==> config.mk <==
export PLATFORM = sky130hd
export DESIGN_NAME = fifo_wr_arb
export DESIGN_NICKNAME = d
export VERILOG_FILES = /design/src/rtl/fifo_arb_pkg.sv /design/src/rtl/fifo_wr_arb_rr_pick.sv /design/src/rtl/fifo_wr_arb.sv
export SDC_FILE = /design/constraint.sdc
export NUM_CORES = 1
export LEC_CHECK = 0
export ABC_AREA = 1
export BUFFER_PORTS_ARGS = -buffer_cell sky130_fd_sc_hd__buf_2
export CELL_PAD_IN_SITES_DETAIL_PLACEMENT = 2
export CELL_PAD_IN_SITES_GLOBAL_PLACEMENT = 2
export CORE_MARGIN = 1
export CORE_UTILIZATION = 21
export CTS_BUF_LIST = sky130_fd_sc_hd__clkbuf_4 sky130_fd_sc_hd__clkbuf_8
export DETAILED_ROUTE_END_ITERATION = 8
export PLACE_DENSITY = 0.85
export SLEW_MARGIN = 20
export SYNTH_ARGS = -nofsm -noshare
export SYNTH_HDL_FRONTEND = slang
export SYNTH_SLANG_ARGS = --single-unit
export TNS_END_PERCENT = 20
==> constraint.sdc <==
create_clock -name clk -period 3.2 [get_ports clk]
set_clock_uncertainty 0.2 [all_clocks]
set_input_delay 0.32 -clock clk [delete_from_list [all_inputs] [get_ports clk]]
set_output_delay 0.32 -clock clk [all_outputs]
set_load 0.02 [all_outputs]
==> src/rtl/fifo_arb_pkg.sv <==
// rtl/fifo_arb_pkg.sv - shared constants and helpers for the FIFO write-side arbiter
package fifo_arb_pkg;

  localparam logic [0:0] ST_IDLE  = 1'b0;
  localparam logic [0:0] ST_GRANT = 1'b1;

  // Wide enough for burst_cnt with BURST up to 16
  localparam int BURST_CW = 5;

  function automatic int clog2(input int v);
    int r;
    r = 0;
    while ((1 << r) < v) r++;
    return r;
  endfunction

endpackage

==> src/rtl/fifo_wr_arb_rr_pick.sv <==
// rtl/fifo_wr_arb_rr_pick.sv - rotate-priority picker: first valid requester at or after rr_ptr
module rr_pick #(
  parameter int NREQ = 2,
  parameter int IDW  = 1
) (
  input  logic [NREQ-1:0] valid,
  input  logic [IDW-1:0]  rr_ptr,
  output logic [IDW-1:0]  sel,
  output logic            any_valid
);

  logic [IDW-1:0] idx;

  // Scan from farthest to nearest so the nearest valid requester wins
  always_comb begin
    sel = '0;
    idx = '0;
    for (int k = NREQ - 1; k >= 0; k--) begin
      idx = IDW'((int'(rr_ptr) + k) % NREQ);
      if (valid[idx]) sel = idx;
    end
  end

  assign any_valid = |valid;

endmodule

==> src/rtl/fifo_wr_arb.sv <==
// rtl/fifo_wr_arb.sv - round-robin burst arbiter feeding the DAC sample FIFO write port
// Optional per-requester word counters: FIFO_WR_ARB_STATS_EN
module fifo_wr_arb
  import fifo_arb_pkg::*;
#(
  parameter int NREQ      = 2,
  parameter int DWIDTH    = 24,
  parameter int IDW       = 1,
  parameter int BURST     = 4,
  parameter int STALL_MAX = 64
) (
  input  logic                   clk,
  input  logic                   rst,
  input  logic                   enable,
  input  logic                   stall_clr,
  input  logic [NREQ-1:0]        req_valid,
  input  logic [NREQ*DWIDTH-1:0] req_data,
  output logic [NREQ-1:0]        req_ready,
  input  logic                   fifo_full,
  output logic                   fifo_write_en,
  output logic [IDW+DWIDTH-1:0]  fifo_wdata,
  output logic [IDW-1:0]         active_id,
  output logic                   busy,
  output logic                   stall_flag
`ifdef FIFO_WR_ARB_STATS_EN
  ,
  input  logic                   stats_clr,
  output logic [NREQ*16-1:0]     grant_cnt
`endif
);

  localparam int SCW = clog2(STALL_MAX + 1);

  generate
    if (IDW != ((clog2(NREQ) < 1) ? 1 : clog2(NREQ))) begin : g_idw_check
      $error("IDW must equal max(1, clog2(NREQ))");
    end
  endgenerate

  logic [0:0]          state;
  logic [IDW-1:0]      rr_ptr;
  logic [IDW-1:0]      pick_id;
  logic [IDW-1:0]      next_ptr;
  logic                any_valid;
  logic [BURST_CW-1:0] burst_cnt;
  logic [SCW-1:0]      stall_cnt;
  logic                in_grant;
  logic                granted_valid;
  logic                can_accept;
  logic                last_word;
  logic                blocked;
  logic                stall_set;

  rr_pick #(.NREQ(NREQ), .IDW(IDW)) u_pick (
    .valid     (req_valid),
    .rr_ptr    (rr_ptr),
    .sel       (pick_id),
    .any_valid (any_valid)
  );

  assign in_grant      = (state == ST_GRANT);
  assign granted_valid = req_valid[active_id];
  // Gated by rst so the word presented in a reset cycle is never written
  assign can_accept    = in_grant && enable && !fifo_full && !rst;
  assign req_ready     = can_accept ? (NREQ'(1) << active_id) : '0;
  assign fifo_write_en = can_accept && granted_valid;
  assign fifo_wdata    = {active_id, req_data[active_id*DWIDTH +: DWIDTH]};
  assign busy          = in_grant;

  assign next_ptr  = (active_id == IDW'(NREQ - 1)) ? '0 : active_id + 1'b1;
  assign last_word = (burst_cnt == BURST_CW'(BURST - 1));
  assign blocked   = fifo_full && |req_valid;
  assign stall_set = blocked && (stall_cnt == SCW'(STALL_MAX - 1));

  always_ff @(posedge clk) begin
    if (rst) begin
      state     <= ST_IDLE;
      rr_ptr    <= '0;
      active_id <= '0;
      burst_cnt <= '0;
    end else begin
      case (state)
        ST_IDLE: begin
          if (enable && any_valid) begin
            active_id <= pick_id;
            burst_cnt <= '0;
            state     <= ST_GRANT;
          end
        end
        default: begin
          if (!enable || !granted_valid || (fifo_write_en && last_word)) begin
            state  <= ST_IDLE;
            rr_ptr <= next_ptr;
          end else if (fifo_write_en) begin
            burst_cnt <= burst_cnt + 1'b1;
          end
        end
      endcase
    end
  end

  always_ff @(posedge clk) begin
    if (rst) begin
      stall_cnt <= '0;
    end else if (blocked) begin
      if (stall_cnt != SCW'(STALL_MAX)) stall_cnt <= stall_cnt + 1'b1;
    end else begin
      stall_cnt <= '0;
    end
  end

  // Set beats clear when both land in the same cycle
  always_ff @(posedge clk) begin
    if (rst)            stall_flag <= 1'b0;
    else if (stall_set) stall_flag <= 1'b1;
    else if (stall_clr) stall_flag <= 1'b0;
  end

`ifdef FIFO_WR_ARB_STATS_EN
  logic [15:0] cnt_q [NREQ];

  generate
    for (genvar i = 0; i < NREQ; i++) begin : g_stats
      always_ff @(posedge clk) begin
        if (rst || stats_clr)
          cnt_q[i] <= '0;
        else if (fifo_write_en && (active_id == IDW'(i)))
          cnt_q[i] <= cnt_q[i] + 16'd1;
      end
      assign grant_cnt[i*16 +: 16] = cnt_q[i];
    end
  endgenerate
`endif

endmodule

==> results by stage, run 1 <==
Run status:
- The run finished with clean final reports.

Power and ir drop:
- Of the total power, the clock network draws 0.299.
- The design internal power is 396.7 uW.
- The design draws 623.2 uW.
- For this design the static power due to leakage is 0.0009492 uW.
- The share of total power dissipated in sequential elements is 0.352.
- The net switching power is 226.6 uW.
- The power density of the placed cells is 349.8 nW/um^2.
- The share of power burned in combinational logic is 0.349.
- The fraction of power spent switching nets is 0.3635.
- VDD sags by at most 0.1273 mV.

Detailed routing:
- The DRC violations left is 0.
- The remaining number of nets flagged by the antenna check after routing is 0.
- The iteration-0 DRC count of the detailed router is 58.
- The pre-antenna-repair detailed-routing pass consisted of 4 iterations.
- The average wire per cell in the routed design is 13.49 um.
- The total routed wirelength is 4.816 mm.
- Dividing the detail-routed via count by the number of cells gives 4.412.
- Across all layers, the routed design uses 1575 vias.

Clocking:
- Buffers inserted during clock tree synthesis total 3.
- The H-tree depth is 1.
- The total clock sinks is 16.
- The maximum root-to-sink buffer count is 2.
- The post-cts gate resize count is 0.
- The post-CTS repair timing setup buffer count is 0.
- The CTS tree is yes.
- After clock tree synthesis, the clock-pin slew on the worst setup and hold paths is 70 ps.
- The hold buffer count at cts is 0.
- Clock latency on the worst-skew pair, taken at its later pin, is 250 ps.
- The buffer type at the clock tree root is clkbuf_8.

Yosys:
- Dividing the synthesized area by the synthesized cell count gives 6.182 um^2.
- The synthesized instance count is 202.
- Counting flops and latches in the post-synthesis netlist gives 16.
- Yosys printed 0 warnings.
- The net count after synthesis is 260.
- The synthesized area is 1249 um^2.
- The sequential share of the synthesized area is 0.2565.
- Yosys mapped the design onto 28 distinct sky130hd cell types.

Die:
- The standard cell core area is 5608 um^2.
- The initialized floorplan defines 27 standard-cell rows.
- For this configuration, the core starts out at a cell density of 0.2227.
- The area of the die is 6258 um^2.
- From left edge to right edge, the die measures 79.11 um.
- Pin placement for this block handled 86 I/O pins.
- The height of the die is 79.11 um.

Setup path:
- The setup check on the worst reg-to-reg path leaves a slack of 1370 ps.
- The worst setup path is of the register to primary output kind.
- In this run the critical register-to-register path is launched from active_id.
- The critical path ends at fifo_write_en.
- The endpoint identified for the worst register-to-register timing path is burst_cnt[4].
- The critical path contains buffers and inverters numbering 3 combined.
- The number of cells on the worst reg-to-reg path is 8.
- The startpoint kind of the worst setup timing path is a register.
- Data arrives at the worst endpoint at 1540 ps.
- STA classifies the critical path endpoint as a primary output.
- The highest fanout seen on the critical path is 28.
- STA puts the critical path data required time at 2680 ps.
- In this run the number of cells on the critical path is 5.
- The signal on the critical path passes through inv_6 > nand2_4 > nand3_2 > inv_1 > buf_2.
- The first element of the critical path is active_id.
- The peak per-stage delay on the critical path is 650 ps.
- The slowest library cell on the worst path is dfxtp_1.
- The kind of cell with the highest combined delay on the critical path is flip-flops.

GRT:
- The total global routing overflow is 0.
- The number of antenna violations at the first check in global routing is 0.
- In this run the most used layer during global routing was met2.
- For met1 alone, demand over resource in global routing was 0.1742.
- Entering global routing, the biggest net connects 29 pins.
- The global-route wire length before repair is 7.728 mm.
- The met2 demand-to-capacity share in global routing is 0.2957.
- In the global route stage, overall resource usage came out at 0.1576.
- The via count of the first global-routing pass is 1690.
- The met3 track utilization from global routing is 0.02529.

Placement:
- The worst setup slack after placement is 1369 ps.
- The post-detailed-placement cell area is 1727 um^2.
- Port buffering added 85 buffers.
- The last weighted congestion value of the routability-driven placer is 0.7468.
- Summed over all nets, the half-perimeter wirelength after detailed placement is 3.978 mm.

Timing:
- Timing would allow up to 484.3 MHz.
- At the pin with the least slew margin, the transition time is 518.5 ps.
- The number of failing hold endpoints at the final stage is 0.
- Measured against its own limit, the worst slew margin works out to 0.6539.
- The time the worst path needs with I/O delays and setup is 2065 ps.
- Setup total negative slack on the finished layout was measured at 0 ps.
- The final number of max-transition violations is 0.
- After layout, the worst setup slack is 1135 ps.
- Setup repair after global routing left no endpoint under its margin.
- Setup violations remaining at the end of the flow were counted as 0.
- The part of the cycle the worst path needs is 0.6452.

Layout:
- The library cells used most frequently in the layout, excluding fill and tap cells, are nand2_1, buf_2, inv_1, nor2_1, dfxtp_1.
- The repair_antennas step left the layout with diodes totalling 0.
- The post-layout utilization of the core is 0.3177.
- In the final layout, the share of cells above drive strength 1 is 0.3860.
- The net count of the finished layout is 344.
- Compared with the post-synthesis result, the final layout area differs by 42.69%.
- Leaving out fill and tap cells, the most frequent cell in the layout is nand2_1.
- The final cell area excluding filler cells is 1782 um^2.

Worst hold path:
- The worst hold path passes through 2 cells.
- The class of the most critical hold timing path is input port to register.

Flow run:
- The number of violations of the max-capacitance limit is 0.
registers in the layout (all words and copies together), names as in the netlist:
name and count:
busy 1, active_id 1, burst_cnt 5, stall_flag 1
rr_ptr 1, stall_cnt 7
worst min-delay path by stage:
stage	start	end	slack [ps]
5_1_grt	stall_clr	stall_flag	80
2_1_floorplan	rst	burst_cnt[3]	190
3_3_place_gp	rr_ptr	rr_ptr	250
6_report	stall_clr	stall_flag	70
4_1_cts	stall_clr	stall_flag	70
3_5_place_dp	rr_ptr	rr_ptr	260
cell families (layout without fill, tap and decap cells):
| family | count (synthesis) | after routing | share of synthesized area |
|---|---|---|---|
| adder cells (fa/ha/maj) | 3 | 3 | 0.03006 |
| AND/OR/NAND/NOR | 132 | 132 | 0.4940 |
| flip-flops | 16 | 16 | 0.2565 |
| buffers and inverters | 27 | 110 | 0.1002 |
| XOR/XNOR | 6 | 6 | 0.04208 |
| AO/OA/AOI/OAI | 18 | 18 | 0.07716 |
layout make-up:
class	count	area, um^2
flip-flops and latches	16	320.3
repair buffers	86	432.9
inverters	20	80.08
well taps	72	90.09
multi-input cells	159	803.3
fillers	748	3826
clock buffers	4	55.05
power groups by stage:
stage | clock (uW) | combinational (uW) | sequential [uW]
after detailed placement | 0 | 221 | 224
after floorplan | 0 | 139 | 218
after CTS | 192 | 222 | 220
after global routing | 204 | 242 | 221
after global placement | 0 | 213 | 223
final | 186 | 218 | 219
worst register-to-register path: cells and delay by family (launching register included):
kind,cells,cell delay [ps]
buf+inv,1,190
compound gates,1,150
simple gates,6,580
flops,1,650
stage by stage:
step	cells	hold slack (ps)
2_1_floorplan	202	189.1
3_3_place_gp	353	249.3
3_5_place_dp	353	255.8
4_1_cts	357	66.06
5_1_grt	357	79.05
6_report	357	69.30
cells in the mapped netlist, drive strengths merged:
master   n  area share
dfxtp   16        0.26
a21oi   11       0.044
o22ai    1      0.0050
nand3   13       0.070
nand2   95        0.32
o31ai    1      0.0060
nor3     2      0.0080
a211oi   1      0.0060
nor4     1       0.010
buf      3       0.024
o21ai    4       0.016
nor2    18       0.073
nand4    1      0.0050
xnor2    2       0.014
or2      2       0.010
xor2     4       0.028
ha       3       0.030
inv     20       0.064
clkbuf   4       0.012
routing by layer:
layer | share of wire | up-vias
met5 | 0 | -
li1 | - | 793
met1 | 0.40 | 733
met2 | 0.54 | 38
met4 | 0.026 | 0
met3 | 0.040 | 11
No activity file was read; power rests on OpenSTA's default activity.
==> inputs of run 2 (changes only) <==
CORE_UTILIZATION = 20   (was 21)
PLACE_DENSITY = 0.81   (was 0.85)
clock period = 2.2 ns   (was 3.2 ns; I/O delays follow)
==> run 2 against run 1 <==
Effect of this change:
- count of clock-buffer cells in the layout unchanged
- first-iteration DRC count down 5.2%
- sequential power up 44%
- critical path type unchanged
- largest power group is now combinational logic
- largest cell class unchanged
- core utilization down 1.6 points
- non-clock buffer count up 1
==> results by stage, run 2 (synthesized netlist as in run 1, its figures left out) <==
Layout:
- The layout filler cell count is 773.
- In the final layout, the multi-input gates occupy 803.3 um^2.
- After the last flow step, the layout net total stands at 345.
- The area growth from synthesis to layout is 43.79%.
- The largest registers in the layout are stall_cnt x7, burst_cnt x5.
- The leading cell type in the layout, fill and taps excluded is nand2_1.
- The top register by number of flip-flops is stall_cnt.
- The proportion of layout cells with a drive suffix above 1 is 0.3846.
- The register with the most flip-flops in the layout has 7 of them.
- The library cells used most frequently in the layout, excluding fill and tap cells, are nand2_1, buf_2, inv_1, nor2_1, dfxtp_1.
- The number of antenna diodes in the final layout is 0.
- The area used by sequential logic in the layout is 320.3 um^2.
- The post-layout utilization of the core is 0.3015.

Die:
- The initial cell density of the core is 0.2097.
- The die covers 6563 um^2.
- From left edge to right edge, the die measures 81.02 um.
- The floorplan has 28 rows.
- The height of the die is 81.02 um.
- The floorplan step defined a core boundary enclosing 5956 um^2.
- The total I/O pin count is 86.

Timing:
- The maximum clock frequency is 544.1 MHz.
- Setup repair after global routing left no endpoint under its margin.
- The worst pin sits at a relative slew slack of 0.6669.
- The final number of max-transition violations is 0.
- Dividing the final minimum period by the clock period gives 0.8355.
- The number of failing hold endpoints at the final stage is 0.
- The smallest clock period supported by the final layout is computed as 1838 ps.
- For the pin with the worst max-slew slack, the measured transition is 495.6 ps.
- The sum of negative setup slack is 0 ps.
- Setup violations remaining at the end of the flow were counted as 0.

Run status:
- The run finished with clean final reports.

Detailed routing:
- The final layout contains routed wiring with a total length of 4.812 mm.
- After the first detailed-routing iteration, the DRC count stood at 55.
- After detailed routing, the number of vias per cell comes to 4.343.
- Across all layers, the routed design uses 1568 vias.
- The detail route stage leaves a number of antenna-violating nets equal to 0.
- The first detailed-routing pass took 3 iterations.
- After detailed routing, the average wire length per cell comes to 13.33 um.
- The DRC violations left is 0.

Setup path:
- The startpoint kind of the worst setup timing path is a register.
- The first element of the critical path is busy.
- The beginning of the worst register-to-register path is busy.
- Data on the critical path arrives at its endpoint at 1420 ps.
- The worst setup path is captured at a primary output.
- The required time of the worst setup path is 1780 ps.
- The setup path with the least slack is of type register to primary output.
- In this run the worst path has a maximum fanout of 8.

Power and ir drop:
- The power density of the placed cells is 501.5 nW/um^2.
- Across the VDD grid, the largest voltage drop is 0.2158 mV.
- The analysis attributes to cell leakage a power of 0.0009534 uW.

GRT:
- In the global route stage, overall resource usage came out at 0.1422.
- Entering global routing, the biggest net connects 29 pins.
- The global-route wire length before repair is 7.196 mm.
- The total global routing overflow is 0.
- The number of antenna violations at the first check in global routing is 0.
- The via count of the first global-routing pass is 1556.

Clocking:
- The CTS buffer count is 3.
- The total clock sinks is 16.
- CTS placed an instance of clkbuf_8 at the clock tree root.
- The CTS tree is yes.
- The clock-pin transition on the worst setup and hold timing paths is 70 ps.
- The later pin in the worst-skew pair is clocked with a latency of 250 ps.
- The post-CTS repair timing setup buffer count is 0.
- In this run the number of H-tree levels came out at 1.
- The maximum root-to-sink buffer count is 2.

Worst hold path:
- The launch instance of the worst min-delay path is rst.
- The path class of the tightest hold or removal check is input port to register.

Placement:
- At the end of routability-driven placement, the weighted congestion stood at 0.7194.
- Port buffering added 85 buffers.
- After legalization and detailed placement, the total HPWL measured 3.965 mm.

Flow run:
- The tool flagged a number of max-cap violations equal to 0.
run 2: cell count changes in the layout (fill, tap and decap cells not counted):
cell	change
dlygate4sd3_1	+1
run 2: timing repair:
action / 4_1_cts / 5_1_grt
hold endpoints to repair: 1 / 0
hold buffers: 1 / 0
gates resized for setup: 0 / 0
run 2: area by class of cell:
cell class | instances | area share
clock buffers | 4 | 0.03066
well taps | 75 | 0.05226
repair buffers | 87 | 0.2467
flip-flops and latches | 16 | 0.1784
inverters | 20 | 0.04460
multi-input cells | 159 | 0.4474
run 2: report_power, final:
group          internal (uW)  leakage (uW)  switching, uW
registers                301      0.000130           14.2
clock network            159     0.0000288            106
logic                    119      0.000794            202
total                    578      0.000953            322
run 2: stage by stage:
step / setup WS [ps] / total power [uW] / cells / area [um^2] / hold slack [ps]
5_1_grt: 254.6 / 963.0 / 361 / 1795 / 33.70
6_report: 362.0 / 900.4 / 361 / 1795 / 33.62
4_1_cts: 329.4 / 916.9 / 361 / 1795 / 32.16
3_5_place_dp: 578.6 / 646.1 / 356 / 1730 / 223.3
3_3_place_gp: 633.2 / 634.0 / 356 / 1730 / 219.4
2_1_floorplan: 596.4 / 519.9 / 202 / 1249 / 89.07
run 2: critical path: stages, from the launching register on:
cell and delay, ps:
dfxtp_1 580, nand2_2 120, nor2_4 150, nand3_2 110
inv_1 60, buf_2 150
run 2: final timing paths:
kind,cells after the start,to,slack (ps)
worst max-delay path,5,fifo_write_en,360
worst min register to register,2,stall_flag,280
worst min-delay path,2,burst_cnt[4],30
worst max register to register,8,burst_cnt[3],560
run 2: metal layers:
layer  part of all wire  vias up  global-route usage  wire, um
li1                   -      793                   -         -
met1               0.38      729              0.1526      1836
met2               0.55       37              0.2714      2666
met3              0.039        9             0.03034       189
met4              0.025        0             0.04821       120
met5                  0        -                   0         0
